<file path="config.mk">
export PLATFORM = sky130hd
export DESIGN_NAME = uart_tx_scheduler_flat
export DESIGN_NICKNAME = d
export VERILOG_FILES = /design/src/rtl/uart_tx_scheduler_if.sv /design/src/rtl/uart_tx_scheduler.sv /design/src/flat_wrapper.sv
export SDC_FILE = /design/constraint.sdc
export NUM_CORES = 1
export LEC_CHECK = 0
export CORE_MARGIN = 4
export CORE_UTILIZATION = 40
export DETAILED_ROUTE_END_ITERATION = 6
export PLACE_DENSITY = 0.58
export SLEW_MARGIN = 20
export SYNTH_ARGS = -nofsm -noshare
export SYNTH_HDL_FRONTEND = slang
export SYNTH_SLANG_ARGS = --single-unit
</file>
<file path="constraint.sdc">
create_clock -name clk -period 2.9 [get_ports clk]
set_input_delay 0.29 -clock clk [delete_from_list [all_inputs] [get_ports clk]]
set_output_delay 0.29 -clock clk [all_outputs]
set_load 0.02 [all_outputs]
</file>
<file path="src/rtl/uart_tx_scheduler_if.sv">
// UART TX scheduler bus: CPU push/status side plus UART transmitter handshake.
// master = CPU/UART environment, slave = the scheduler.
interface uart_tx_scheduler_if #(
    parameter int LVL_W = 5
);
    logic             wr_en;
    logic [7:0]       wr_data;
    logic             flush;
    logic             ovf_clr;
    logic             tx_busy;
    logic             tx_start;
    logic [7:0]       tx_data;
    logic             fifo_empty;
    logic             fifo_full;
    logic [LVL_W-1:0] fifo_level;
    logic             overflow;
    logic             timeout;

    modport master (
        output wr_en, wr_data, flush, ovf_clr, tx_busy,
        input  tx_start, tx_data, fifo_empty, fifo_full,
        input  fifo_level, overflow, timeout
    );

    modport slave (
        input  wr_en, wr_data, flush, ovf_clr, tx_busy,
        output tx_start, tx_data, fifo_empty, fifo_full,
        output fifo_level, overflow, timeout
    );
endinterface

</file>
<file path="src/rtl/uart_tx_scheduler.sv">
// UART TX scheduler: byte FIFO between CPU stores and the UART transmitter,
// releasing one byte at a time and pacing on the transmitter busy flag.
module uart_tx_scheduler #(
    parameter int DEPTH     = 16,
    parameter int LVL_W     = 5,
    parameter int BUSY_WAIT = 8
) (
    input logic               clk,
    input logic               rst_n,
    uart_tx_scheduler_if.slave bus
);
    localparam int PTR_W = $clog2(DEPTH);

    typedef enum logic [1:0] {
        IDLE,
        WAIT_HI,
        WAIT_LO
    } state_e;

    state_e           state_q, state_d;
    logic [7:0]       wcnt_q, wcnt_d;
    logic [PTR_W-1:0] rd_ptr_q, rd_ptr_d;
    logic [PTR_W-1:0] wr_ptr_q, wr_ptr_d;
    logic [LVL_W-1:0] level_q, level_d;
    logic             empty_q, empty_d;
    logic             full_q, full_d;
    logic             ovf_q, ovf_d;
    logic             tmo_q, tmo_d;
    logic             start_q, start_d;
    logic [7:0]       data_q, data_d;
    logic [7:0]       mem_q [DEPTH];

    logic pop;
    logic push;
    logic drop;

    // FIFO control: pop only from IDLE, a full FIFO still accepts a push
    // when a pop frees a slot in the same cycle, flush wins over everything.
    always_comb begin
        pop  = (state_q == IDLE) && !empty_q && !bus.tx_busy && !bus.flush;
        push = bus.wr_en && !bus.flush && (!full_q || pop);
        drop = bus.wr_en && !bus.flush && full_q && !pop;
        if (bus.flush) begin
            rd_ptr_d = '0;
            wr_ptr_d = '0;
            level_d  = '0;
        end else begin
            rd_ptr_d = rd_ptr_q + PTR_W'(pop);
            wr_ptr_d = wr_ptr_q + PTR_W'(push);
            level_d  = level_q + LVL_W'(push) - LVL_W'(pop);
        end
        empty_d = (level_d == '0);
        full_d  = (level_d == LVL_W'(DEPTH));
        if (drop) begin
            ovf_d = 1'b1;
        end else if (bus.ovf_clr) begin
            ovf_d = 1'b0;
        end else begin
            ovf_d = ovf_q;
        end
    end

    // Transmit sequencer: start a byte, wait for busy to rise, then to fall.
    always_comb begin
        state_d = state_q;
        wcnt_d  = wcnt_q;
        start_d = 1'b0;
        data_d  = data_q;
        tmo_d   = bus.ovf_clr ? 1'b0 : tmo_q;
        case (state_q)
            IDLE: begin
                if (pop) begin
                    data_d  = mem_q[rd_ptr_q];
                    start_d = 1'b1;
                    wcnt_d  = '0;
                    state_d = WAIT_HI;
                end
            end
            WAIT_HI: begin
                if (bus.tx_busy) begin
                    state_d = WAIT_LO;
                end else if (wcnt_q == 8'(BUSY_WAIT - 1)) begin
                    tmo_d   = 1'b1;
                    state_d = IDLE;
                end else begin
                    wcnt_d = wcnt_q + 8'd1;
                end
            end
            WAIT_LO: begin
                if (!bus.tx_busy) begin
                    state_d = IDLE;
                end
            end
            default: state_d = IDLE;
        endcase
    end

    // State, pointers, status and output registers.
    always_ff @(posedge clk or negedge rst_n) begin
        if (!rst_n) begin
            state_q  <= IDLE;
            wcnt_q   <= '0;
            rd_ptr_q <= '0;
            wr_ptr_q <= '0;
            level_q  <= '0;
            empty_q  <= 1'b1;
            full_q   <= 1'b0;
            ovf_q    <= 1'b0;
            tmo_q    <= 1'b0;
            start_q  <= 1'b0;
            data_q   <= 8'h00;
        end else begin
            state_q  <= state_d;
            wcnt_q   <= wcnt_d;
            rd_ptr_q <= rd_ptr_d;
            wr_ptr_q <= wr_ptr_d;
            level_q  <= level_d;
            empty_q  <= empty_d;
            full_q   <= full_d;
            ovf_q    <= ovf_d;
            tmo_q    <= tmo_d;
            start_q  <= start_d;
            data_q   <= data_d;
        end
    end

    // FIFO storage; cleared on reset so queued bytes are discarded.
    always_ff @(posedge clk or negedge rst_n) begin
        if (!rst_n) begin
            mem_q <= '{default: '0};
        end else if (push) begin
            mem_q[wr_ptr_q] <= bus.wr_data;
        end
    end

    assign bus.tx_start   = start_q;
    assign bus.tx_data    = data_q;
    assign bus.fifo_empty = empty_q;
    assign bus.fifo_full  = full_q;
    assign bus.fifo_level = level_q;
    assign bus.overflow   = ovf_q;
    assign bus.timeout    = tmo_q;
endmodule

</file>
<file path="src/flat_wrapper.sv">
// flat-port wrapper written by rule: the top's interface ports become plain ports
module uart_tx_scheduler_flat 
#(
    parameter int DEPTH     = 16,
    parameter int LVL_W     = 5,
    parameter int BUSY_WAIT = 8
)
  (clk, rst_n, bus_wr_en, bus_wr_data, bus_flush, bus_ovf_clr, bus_tx_busy, bus_tx_start, bus_tx_data, bus_fifo_empty, bus_fifo_full, bus_fifo_level, bus_overflow, bus_timeout);
  uart_tx_scheduler_if #(.LVL_W(LVL_W)) bus_i ();
  input logic clk;
  input logic rst_n;
  input wire logic [$bits(bus_i.wr_en)-1:0] bus_wr_en;
  input wire logic [$bits(bus_i.wr_data)-1:0] bus_wr_data;
  input wire logic [$bits(bus_i.flush)-1:0] bus_flush;
  input wire logic [$bits(bus_i.ovf_clr)-1:0] bus_ovf_clr;
  input wire logic [$bits(bus_i.tx_busy)-1:0] bus_tx_busy;
  output wire logic [$bits(bus_i.tx_start)-1:0] bus_tx_start;
  output wire logic [$bits(bus_i.tx_data)-1:0] bus_tx_data;
  output wire logic [$bits(bus_i.fifo_empty)-1:0] bus_fifo_empty;
  output wire logic [$bits(bus_i.fifo_full)-1:0] bus_fifo_full;
  output wire logic [$bits(bus_i.fifo_level)-1:0] bus_fifo_level;
  output wire logic [$bits(bus_i.overflow)-1:0] bus_overflow;
  output wire logic [$bits(bus_i.timeout)-1:0] bus_timeout;
  assign bus_i.wr_en = bus_wr_en;
  assign bus_i.wr_data = bus_wr_data;
  assign bus_i.flush = bus_flush;
  assign bus_i.ovf_clr = bus_ovf_clr;
  assign bus_i.tx_busy = bus_tx_busy;
  assign bus_tx_start = bus_i.tx_start;
  assign bus_tx_data = bus_i.tx_data;
  assign bus_fifo_empty = bus_i.fifo_empty;
  assign bus_fifo_full = bus_i.fifo_full;
  assign bus_fifo_level = bus_i.fifo_level;
  assign bus_overflow = bus_i.overflow;
  assign bus_timeout = bus_i.timeout;
  uart_tx_scheduler #(.DEPTH(DEPTH), .LVL_W(LVL_W), .BUSY_WAIT(BUSY_WAIT)) u_core (.clk(clk), .rst_n(rst_n), .bus(bus_i));
endmodule
</file>
Word-level counts from Yosys, hierarchy flattened:

Index checks and enable logic that the tools add are counted.
W data, S select, Z words.

* register bits: 164
* logic and storage cells: 93
* bits of input ports: 14

* bitwise gates (word level): 2
* eq/ne operators: 9
* magnitude comparators: 3
* add/subtract/negate cells: 5
* reduce and logical (&&, ||, !) cells: 21
* mux-type cells: 26

Operator list (number)
* $bwmux W128: 1
* $mux W8: 6
* $bmux W8 S4: 1
* $demux W8 S4: 1
* $pmux W8 S2: 1
* $ge A5 B5 Y1 const B: 2
* $not A4 Y5: 2
* $add A4 B1 Y4: 2
* $add A8 B1 Y8 const B: 1
* $eq A8 B3 Y1 const B: 1
* $logic_and A1 B1 Y1: 8
* $mux W1: 8
* $mux W2: 4
* $mux W4: 2
* $ne A2 B2 Y1 const B: 3
* $pmux W2 S3: 1
* $add A5 B1 Y5: 1
* $eq A5 B5 Y1 const B: 1
* $logic_not A1 Y1: 5
* $logic_not A5 Y1: 1
* $lt A5 B1 Y1 const B: 1
* $mux W5: 1
* $sub A5 B1 Y5: 1
* $reduce_and A4 Y1: 1
* other kinds (9): 10

Longest topological paths before layout:

* word-level depth: 10
* gate-level depth with buffers: 13
* gate-level depth less buffers: 11

Worst setup path before layout:

OpenSTA, ideal clock, no wires.

* kind: register -> register
* start point: reg u_core.state_q[1]
* end point: reg u_core.full_q, in the netlist u_core.bus.fifo_full
* path buffers: 0
* arrival time: 2.839 ns
* required time: 2.775 ns
* library setup time: 0.125 ns
* clock period less this slack: 2.964 ns
* path slack: -0.064 ns
* stages on the path, launching flop included: 10
* cells stage by stage: dfrtp_1 or4_4 or3_1 nand2_1 ha_1 inv_1 fa_1 xnor2_1 or3b_2 a2111oi_0

* word-level cells in the longest chain between the ends: 10

RTL lines
* start, declared: line uart_tx_scheduler.sv:20 `state_e state_q, state_d;`
* start signal, assigned: line uart_tx_scheduler.sv:113 `state_q <= state_d;`
* $logic_not A2 Y1 (*): line uart_tx_scheduler.sv:40 `pop = (state_q == IDLE) && !empty_q && !bus.tx_busy && !bus.flush;`
* $logic_and A1 B1 Y1 (*) (3 in a row): line uart_tx_scheduler.sv:40
* $logic_or A1 B1 Y1: line uart_tx_scheduler.sv:41 `push = bus.wr_en && !bus.flush && (!full_q || pop);`
* $logic_and A1 B1 Y1: line uart_tx_scheduler.sv:41
* $add A5 B1 Y5: line uart_tx_scheduler.sv:50 `level_d = level_q + LVL_W'(push) - LVL_W'(pop);`
* $sub A5 B1 Y5 (*): line uart_tx_scheduler.sv:50
* $mux W5 (*): line uart_tx_scheduler.sv:43 `if (bus.flush) begin`
* $eq A5 B5 Y1 (*): line uart_tx_scheduler.sv:53 `full_d = (level_d == LVL_W'(DEPTH));`
* named net u_core.full_d: line uart_tx_scheduler.sv:26 `logic full_q, full_d;`
* end signal, assigned: line uart_tx_scheduler.sv:119 `full_q <= full_d;`
* end, declared: line uart_tx_scheduler.sv:26

Mark *: on every way through the listed nets, which the timed path passes. The rest lies on a longest branch.
A chain may end at the register's enable or synchronous reset.

Worst setup path after layout:

* start point: reg u_core.empty_q, in the netlist u_core.bus.fifo_empty
* end point: reg u_core.empty_q, in the netlist u_core.bus.fifo_empty

* word-level cells in the longest chain between the ends: 10

RTL lines
* start, declared: line uart_tx_scheduler.sv:25 `logic empty_q, empty_d;`
* start signal, assigned: line uart_tx_scheduler.sv:118 `empty_q <= empty_d;`
* $logic_not A1 Y1 (*): line uart_tx_scheduler.sv:40
* $logic_and A1 B1 Y1 (*) (3 in a row): line uart_tx_scheduler.sv:40
* $logic_or A1 B1 Y1: line uart_tx_scheduler.sv:41
* $logic_and A1 B1 Y1: line uart_tx_scheduler.sv:41
* $add A5 B1 Y5: line uart_tx_scheduler.sv:50
* $sub A5 B1 Y5 (*): line uart_tx_scheduler.sv:50
* $mux W5 (*): line uart_tx_scheduler.sv:43
* $logic_not A5 Y1 (*): line uart_tx_scheduler.sv:52 `empty_d = (level_d == '0);`
* named net u_core.empty_d: line uart_tx_scheduler.sv:25

Marked as above.

==> metrics.yaml <==
syn-num-nets: 567
synth.area.mux_share_pct: 29.2
core_area_um2: 19000
netlist_area_um2: 7790
hold_path.class: "input port to asynchronous set/reset pin"
end_kind: "flop"
synthCells: 543
synth_xor_area_share_pct: 1.12
nets: 619
start_util_pct: 41.1
cts_buffers: 17
grt_max_degree: 80
timing.final.max_slew_violations: 0
tritoncts: "built"
synth.most_common_cell: "dfrtp_1"
grt_pass1_wl_um: 28600
fin_crit_ps: 2740
critPathMaxFanout: 2
irDropWorstVdd_mv: 0.485
ys_ff_latch: 164
max_freq_mhz: 364
synth_top_area_share_pct: 52.4
grt_pass1_vias: 5033
avgSynthCellArea_um2: 14.3
io_pins: 32
synth-compound-area-share_pct: 2.75
avgRoutedWirePerCell_um: 19.9
grt_overflow: 0
cts_root_buf: "clkbuf_16"
yosys.area_share.adder_pct: 1.70
wl_um: 17300
max_slew.worst_pin.slew_ps: 750
gp_congestion: 0.800
drc: 0
num_vias: 4644
syn2layout_area_growth_pct: 19.2
rsz0062_at_grt: "false"
drt_iter0_drc: 197
final_util_pct: 49.0
power-per-cell-area_nw_per_um2: 746
clk_pin_slew_ps: 70
postSynth.asyncResetShare_pct: 100
numClockSinks: 164
layout-drive-gt1-share_pct: 41.9
register_area_um2: 4110
cap_violations: 0
die_h_um: 148
synth-simple-area-share_pct: 10.1
die_x_um: 148
worstSetupPathType: "flop to flop"
outcome: "completed"
antennaDiodeCount: 0
hold_viol: 0
yosys_warnings: 0
ys_types: 54
cp-start-kind: "flop"
finClkSkew_ps: 5.54
dp_hpwl_um: 11200
fill_cells: 1647
io_buffers: 31
p_total_mw: 6.92
drt-pass1-iter-count: 4
rows: 50
ys_seq_area_share_pct: 52.7
antenna_found_initial: 0
synth.largest_area_cell: "dfrtp_1"
min_period_over_period_pct: 94.7
synth_edf_count: 0
drt.antenna.violating_nets: 0
die-area_um2: 21800
slew_headroom_pct: 50.0
post_cts_buffers: 0
post_drt_via_cell_ratio: 5.35
synth.area.top_cells: "dfrtp_1, mux2_2, mux4_2"
multi_input_area_um2: 3540
critPathArrivalTime_ps: 3100
synth_top_family_by_area: "multiplexers"
cts_buffer_depth: 2
finalSetupTns_ps: 0
insertion_delay_ps: 430
setup_viol: 0
grtUsageTotal_pct: 17.0
synth_common_cells: "dfrtp_1, mux2_2, mux4_2"
worstPathRequired_ps: 3250
cts_htree_levels: 4
p_leak_nw: 4.26
synth_flop_cell: "dfrtp_1"
==> routing by layer <==
metal / track usage, % / up-vias / share of wire, %
met4: 5.03 / 0 / 2.0
met5: 0 / - / 0
met3: 3.77 / 21 / 3.9
met1: 23.2 / 2449 / 46
li1: - / 2093 / -
met2: 27.3 / 81 / 48
==> report_power, final <==
part	switching, mW	internal [mW]	leakage, nW
Sequential	0.208	2.58	2.23
Combinational	0.762	0.825	1.70
Clock	0.988	1.55	0.322
Total	1.96	4.96	4.26
==> stage by stage <==
stage               cell area, µm²  worst slack [ps]  hold WS, ps  instances
floorplan                     7810              5.31        -5.59        543
global placement              8590              -417          370        835
detailed placement            8590              -441          383        835
CTS                           9260              91.7          489        868
global route                  9280              14.6          491        868
finish                        9280               155          462        868
==> cell families after synthesis <==
family	Yosys count
mux	172
flops	164
simple gates	112
buf+inv	44
compound gates	31
xor+xnor	10
fa+ha+maj	10
==> state kept, by name, indices dropped and copies added (netlist names) <==
name and cells:
u_core.bus.overflow 1, u_core.state_q 2, u_core.wcnt_q 8, u_core.bus.timeout 1, u_core.rd_ptr_q 4, u_core.bus.fifo_level 5, u_core.mem_q 128, u_core.wr_ptr_q 4
u_core.bus.tx_data 8, u_core.bus.fifo_empty 1, u_core.bus.tx_start 1, u_core.bus.fifo_full 1
==> cell usage in the layout (no fill, tap or decap), types with 9 or more instances in the layout <==
master	netlist	layout
mux2i_1	9	9
nand3_4	9	9
nor2b_1	13	13
nand2_1	15	15
clkbuf_16	0	17
buf_4	1	29
clkdlybuf4s50_1	0	30
mux4_2	31	31
nor2_1	17	17
dfrtp_1	163	162
inv_1	13	13
ha_1	9	9
mux2_2	131	131
==> final timing paths <==
check,to,from,slack [ps],cells after the start
setup / recovery,u_core.bus.fifo_empty$_DFF_PN1_,u_core.bus.fifo_empty$_DFF_PN1_,160,10
hold / removal,u_core.bus.fifo_level[4]$_DFF_PN0_,rst_n,460,2
setup reg to reg,u_core.bus.fifo_empty$_DFF_PN1_,u_core.bus.fifo_empty$_DFF_PN1_,160,10
hold reg to reg,u_core.mem_q[106]$_DFFE_PN0P_,u_core.mem_q[106]$_DFFE_PN0P_,500,1
max in group asynchronous,u_core.mem_q[126]$_DFFE_PN0P_,rst_n,1620,3
min in group clk,u_core.mem_q[106]$_DFFE_PN0P_,u_core.mem_q[106]$_DFFE_PN0P_,500,1
==> worst max-delay path, stage by stage, from the launching register on <==
cell     delay (ps)
dfstp_2         370
or4_4           500
or3_4           340
buf_4           140
inv_1            70
fa_2            210
nor2b_1          50
o21a_1          170
or3_1           410
buf_4           160
a41o_1          230
==> final cells by class <==
cell class | instances | area share (%)
flip-flops and latches | 164 | 44.2
multi-input cells | 335 | 38.1
repair buffers | 64 | 6.46
clock buffers | 17 | 4.58
well taps | 260 | 3.50
clock inverters | 15 | 2.57
inverters | 13 | 0.526
==> timing repair <==
action | CTS | global route
endpoints found under the setup margin | 1 | 1
hold buffers | 1 | 0
gates resized for setup | 0 | 3
pin swaps | 1 | 0
hold endpoints to repair | 75 | 0
gates cloned | 0 | 0
(Power assumes the default switching activity.)
